==> config.mk <==
export PLATFORM = sky130hd
export DESIGN_NAME = adc_oversample_avg
export DESIGN_NICKNAME = d
export VERILOG_FILES = /design/src/rtl/adc_oversample_avg.sv
export SDC_FILE = /design/constraint.sdc
export NUM_CORES = 1
export LEC_CHECK = 0
export BUFFER_PORTS_ARGS = -buffer_cell sky130_fd_sc_hd__buf_2
export CAP_MARGIN = 25
export CORE_ASPECT_RATIO = 1.1
export CORE_MARGIN = 2
export CORE_UTILIZATION = 52
export CTS_CLUSTER_SIZE = 16
export DETAILED_ROUTE_END_ITERATION = 10
export PLACE_DENSITY = 0.76
export SKIP_LAST_GASP = 1
export SLEW_MARGIN = 25
export SYNTH_ARGS = -nofsm -noshare
export SYNTH_HDL_FRONTEND = slang
export SYNTH_SLANG_ARGS = --single-unit
==> constraint.sdc <==
create_clock -name clk -period 3.2 [get_ports clk]
set_input_delay 0.96 -clock clk [delete_from_list [all_inputs] [get_ports clk]]
set_output_delay 0.96 -clock clk [all_outputs]
set_load 0.05 [all_outputs]
==> src/rtl/adc_oversample_avg.sv <==
// Per-channel oversampling averager: sums 2^LOG2_SAMPLES samples per channel and publishes the mean.
// Define ADC_OVERSAMPLE_ROUND_EN for round-half-up averaging; otherwise the average is truncated.
module adc_oversample_avg #(
  parameter int CHANNELS     = 8,
  parameter int LOG2_SAMPLES = 4,
  parameter int DATA_W       = 12
) (
  input  logic                   clk,
  input  logic                   rst_n,
  input  logic                   in_valid,
  input  logic [4:0]             in_channel,
  input  logic [DATA_W-1:0]      in_data,
  output logic [CHANNELS*16-1:0] avg_flat,
  output logic [CHANNELS-1:0]    avg_ready,
  output logic                   upd_valid,
  output logic [4:0]             upd_channel,
  output logic [7:0]             drop_count
);

  // Handshake: in_valid qualifies in_channel/in_data for one cycle and is always consumed
  // (no ready); upd_valid is a one-cycle strobe qualifying upd_channel, with no backpressure.

  localparam int ACC_W = DATA_W + LOG2_SAMPLES;
`ifdef ADC_OVERSAMPLE_ROUND_EN
  localparam logic [ACC_W-1:0] ROUND_BIAS = ACC_W'(1) << (LOG2_SAMPLES - 1);
`else
  localparam logic [ACC_W-1:0] ROUND_BIAS = '0;
`endif

  logic [ACC_W-1:0]        acc [CHANNELS];
  logic [LOG2_SAMPLES-1:0] cnt [CHANNELS];

  logic [CHANNELS-1:0]     hit;
  logic                    accepted;
  logic [ACC_W-1:0]        sel_acc;
  logic [LOG2_SAMPLES-1:0] sel_cnt;
  logic [ACC_W-1:0]        sum;
  logic [ACC_W-1:0]        sum_r;
  logic [15:0]             avg16;
  logic                    is_final;

  // Only one sample arrives per cycle, so a single shared adder serves all channels.
  always_comb begin
    hit     = '0;
    sel_acc = '0;
    sel_cnt = '0;
    for (int c = 0; c < CHANNELS; c++) begin
      if (in_valid && (in_channel == 5'(c + 1))) begin
        hit[c]  = 1'b1;
        sel_acc = acc[c];
        sel_cnt = cnt[c];
      end
    end
    accepted = |hit;
    sum      = sel_acc + ACC_W'(in_data);
    sum_r    = sum + ROUND_BIAS;
    avg16    = 16'(sum_r >> LOG2_SAMPLES);
    is_final = (sel_cnt == '1);
  end

  always_ff @(posedge clk or negedge rst_n) begin
    if (!rst_n) begin
      for (int c = 0; c < CHANNELS; c++) begin
        acc[c] <= '0;
        cnt[c] <= '0;
      end
      avg_flat    <= '0;
      avg_ready   <= '0;
      upd_valid   <= 1'b0;
      upd_channel <= '0;
      drop_count  <= '0;
    end else begin
      upd_valid <= 1'b0;
      for (int c = 0; c < CHANNELS; c++) begin
        if (hit[c]) begin
          if (is_final) begin
            acc[c]               <= '0;
            cnt[c]               <= '0;
            avg_flat[c*16 +: 16] <= avg16;
            avg_ready[c]         <= 1'b1;
          end else begin
            acc[c] <= sum;
            cnt[c] <= sel_cnt + LOG2_SAMPLES'(1);
          end
        end
      end
      if (accepted && is_final) begin
        upd_valid   <= 1'b1;
        upd_channel <= in_channel;
      end
      if (in_valid && !accepted && (drop_count != 8'hFF))
        drop_count <= drop_count + 8'd1;
    end
  end

endmodule
Yosys cells after proc, flatten, opt, wreduce, memory -nomap -nowiden
Index checks and enable logic that the tools add are counted.
{ "classes": {"n_addsub": 3, "eq_ne": 10, "mux": 27, "n_reduce_logical": 21} }
{ "ops": {"columns": ["op", "n"], "rows": [
  ["16-bit 2-to-1 mux", 9],
  ["4-bit 2-to-1 mux", 9],
  ["5-bit by 3-bit == test with 1-bit output (second input constant)", 4],
  ["16-bit by 12-bit adder with 16-bit output", 1],
  ["2-bit AND reduction", 8],
  ["1-bit logical AND", 11],
  ["5-bit by 2-bit == test with 1-bit output (second input constant)", 2],
  ["1-bit 2-to-1 mux", 9],
  ["8-bit by 1-bit adder with 8-bit output (second input constant)", 1],
  ["8-bit inequality test (second input constant)", 1],
  ["8-bit OR reduction", 1],
  ["5-bit by 1-bit == test with 1-bit output (second input constant)", 1],
  ["5-bit by 4-bit == test with 1-bit output (second input constant)", 1],
  ["4-bit by 1-bit adder with 4-bit output (second input constant)", 1],
  ["4-bit == test (second input constant)", 1],
  ["1-bit zero test", 1]
]} }
{ "word_totals": {"regBits": 278, "input_bits": 20, "out_inout_bits": 150, "wordCells": 96} }

Longest topological paths before layout
{ "depth": {"ltp_word": 13, "mapped_depth": 21, "ltp_nobuf": 16} }

Worst setup path before layout
Ideal clock, no wire load.
{ "synth_timing": {"path_type": "input to register", "startpoint": "in in_channel[3]", "endpoint": "reg avg_flat[105]", "setup_ps": 67, "t_arrival_ps": 4765, "t_required_ps": 3133, "slack_ps": -1631, "stages": 17, "n_path_buf": 5, "path_cell_list": "clkbuf_2 > nor4b_2 > buf_2 > nand2_1 > clkbuf_1 > clkbuf_1 > mux2i_1 > o21ai_0 > ha_1 > a21oi_1 > nand3b_1 > o21ai_0 > o21ai_0 > and3_1 > xor2_1 > clkbuf_1 > mux2_2"} }
{ "synth_via": {"elab_chain_cells": 12, "elab_cells_between_ends": 36, "cone_classes": "add/sub: 1; eq/ne: 9; mux: 17; reduce/logical: 9"} }
{ "synth_lines": {"columns": ["item", "line_no", "rtl"], "rows": [
  ["from (decl)", "11", "input logic [4:0] in_channel,"],
  ["parallel branches: the longest is 12 deep, another holds 16-bit by 12-bit adder with 16-bit output", null, null],
  ["to (signal, indexed assignment)", "79", "avg_flat[c*16 +: 16] <= avg16;"],
  ["to (decl)", "13", "output logic [CHANNELS*16-1:0] avg_flat,"]
]} }
Several ways; the timed one is not identified.
A chain may end at the register's enable or synchronous reset.

Final worst setup path
{ "layout_timing": {"startpoint": "in in_channel[3]", "endpoint": "reg avg_flat[58]"} }
Same word-level chain as after synthesis.

==> flow_summary.toml <==
[run_status]
status = "finished, violations left"
violations = "negative setup slack"

[clocking]
cts_hold_buf = 0
clk_pin_slew_ns = 0.07
numCtsBuffers = 29
cts_tree = "yes"
cts.htree.levels = 1
clk_path_buf_depth = 3
clkSinkCount = 278
cts_root_buf = "clkbuf_16"
clock_latency_ns = 0.56

[synth]
synthTopCellsByArea = "dfrtp_1, mux2_2, nand2_1, o21ai_0, buf_4"
yosys.area.top_type = "dfrtp_1"
async_flop_share_pct = 100
synth.top_cell.area_share_pct = 55.5
ys.flop_type = "dfrtp_1"
syn_area_mm2 = 0.0125
synth_edf_count = 0
yosys_register_bits = 278
netlist_instances = 1153
yosysWarnings = 0
synth_cell_types = 75
yosysSeqAreaShare_pct = 55.5
synth_area_per_cell_um2 = 10.9

[sta]
layout_worst_path_cycle_share_pct = 123
fin_skew_ns = 0.0219
finalSetupTns_ns = -93.20
setup_viol = 216
timing.final.ws_setup_ns = -0.721
hold_viol = 0
slew_headroom_pct = 53.6
max_freq_mhz = 255
rsz0062_at_grt = "yes"
period_needed_ns = 3.92
worst_pin_slew_ns = 0.691
timing.final.max_slew_violations = 0

[drt]
first_pass_iters = 7
drt_iter0_drc = 740
wirelength_um = 36800
vias = 10300
antenna_left = 0
drc = 0
routedWlPerCell_um = 21.0
viasPerCell = 5.84

[power]
max-vdd-ir-drop_mv = 0.531
p_per_area_mw_per_mm2 = 527
p_leak_nw = 8.59

[run]
cap_violations = 0

[floorplanning]
rows = 59
die_area_mm2 = 0.0253
die_y_um = 167
num_io_pins = 170
initial_utilization_pct = 52.9
coreArea_mm2 = 0.0237
die_w_um = 152

[placement]
dp_cells = 1680
routabilityCongestion = 0.898
dp_hpwl_um = 23600
io_buffers = 137

[grt]
grt_pass1_vias = 10500
grt_pass1_wl_um = 56900
overflow = 0
antenna_found_initial = 0
grt_usage_pct = 27.7
grt_max_degree = 82

[worst_setup_path]
worstPathArrival_ns = 4.37
startpoint_type = "input pin"
critPathMaxStageDelay_ns = 0.30
worstPathRequired_ns = 3.65
worstPathMaxFanout = 43
path_class = "input pin to register"
cp_slowest_cell = "a31oi_4"
reg2regPathDepth = 15
path_cells = "buf_12 > nor4b_4 > buf_4 > nand2_8 > buf_4 > buf_12 > mux2i_1 > o211ai_1 > o21a_1 > ha_4 > o21ai_1 > o21bai_1 > buf_4 > nand3_2 > a31oi_4 > nand3_4 > xor2_4 > buf_12 > mux2_2"
end_kind = "register"

[final_layout]
most-common-layout-cells = "dfrtp_1, nand2_1, buf_4, buf_2, o21ai_0"
area_delta_synth_final_pct = 34.4
diodes = 0
fin_util_pct = 71.0
layout.cells.non_filler = 1757
layout-drive-gt1-share_pct = 40.8
nets = 1466
final_common_cell = "dfrtp_1"

[min_path]
hold_class = "input pin to asynchronous set/reset pin"
==> final timing paths <==
path                       slack [ns]                      from                  endpoint
setup reg to reg                -0.35       acc[39]$_DFFE_PN0P_  avg_flat[58]$_DFFE_PN0P_
hold / removal                   0.42                     rst_n  avg_flat[32]$_DFFE_PN0P_
min in group clk                 0.46  avg_ready[3]$_DFFE_PN0P_  avg_ready[3]$_DFFE_PN0P_
setup / recovery                -0.72             in_channel[3]  avg_flat[58]$_DFFE_PN0P_
max in group asynchronous        2.01                     rst_n       cnt[29]$_DFFE_PN0N_
hold reg to reg                  0.46  avg_ready[3]$_DFFE_PN0P_  avg_ready[3]$_DFFE_PN0P_
==> stage by stage <==
stage	hold slack [ns]	cell area [µm²]	total power [mW]	setup slack (ns)
2_1_floorplan	0.440	13100	4.84	-1.01
3_3_place_gp	0.445	14800	5.20	-1.69
3_5_place_dp	0.448	14800	5.26	-1.91
4_1_cts	0.441	16200	8.79	-0.601
5_1_grt	0.472	16800	9.20	-0.895
6_report	0.421	16800	8.88	-0.721
==> cells by family (layout without fill, tap and decap cells) <==
logic type	after synthesis	in the layout	synth area share, %
buffers and inverters	113	380	4.94
muxes	120	120	10.7
other	1	32	0.0299
AOI/OAI and AO/OA	278	278	13.4
xor gates and xnor gates	24	25	1.74
DFF	278	278	55.5
and+or+nand+nor	322	322	11.9
adders and majority gates	17	17	1.76
==> cells in the mapped netlist, types with 12 or more instances <==
library cell,count
buf_4,32
a22o_1,15
mux2_2,100
clkbuf_1,48
nand3_1,15
a21oi_1,22
nand2b_1,12
nor2_1,24
a22oi_1,18
o21ai_0,153
mux2i_1,18
nand2_1,204
dfrtp_1,278
o31ai_1,12
xor2_1,12
ha_1,16
==> repair_timing <==
| action | 4_1_cts | 5_1_grt |
|---|---|---|
| setup endpoints to repair | 201 | 220 |
| pin swaps | 21 | 45 |
| buffers inserted | 12 | 12 |
| resized for setup | 50 | 136 |
| cloned | 1 | 1 |
==> layout make-up <==
type	instances	area (µm²)
Inverter	9	36.3
Timing Repair Buffer	317	2410
Clock buffer	43	868
Multi-Input combinational cell	794	6040
Tap cell	305	382
Clock inverter	11	139
Sequential cell	278	6960
Fill cell	1528	6860
==> power breakdown <==
part / switching, mW / total [mW] / internal, mW
combinational: 0.802 / 1.28 / 0.481
clock: 1.41 / 3.52 / 2.11
sequential: 0.223 / 4.07 / 3.85
==> critical path: cells and delay by family <==
kind,cells,cell delay (ns)
buf+inv,6,0.98
compound gates,5,0.87
simple gates,4,0.55
mux,2,0.49
fa+ha+maj,1,0.27
xor+xnor,1,0.19
==> registers in the layout, summed over array words and instances (netlist names) <==
name         cells
cnt             32
drop_count       8
upd_valid        1
avg_ready        8
acc            128
avg_flat        96
upd_channel      5
==> per-layer routing <==
metal / up-vias / global-route usage, % / share of wire, %
met2: 420 / 45.2 / 48
met1: 5205 / 37.2 / 41
met4: 0 / 10.2 / 3.8
li1: 4533 / - / -
met3: 104 / 5.49 / 7.1
met5: - / 0 / 0
(Power assumes the default switching activity.)
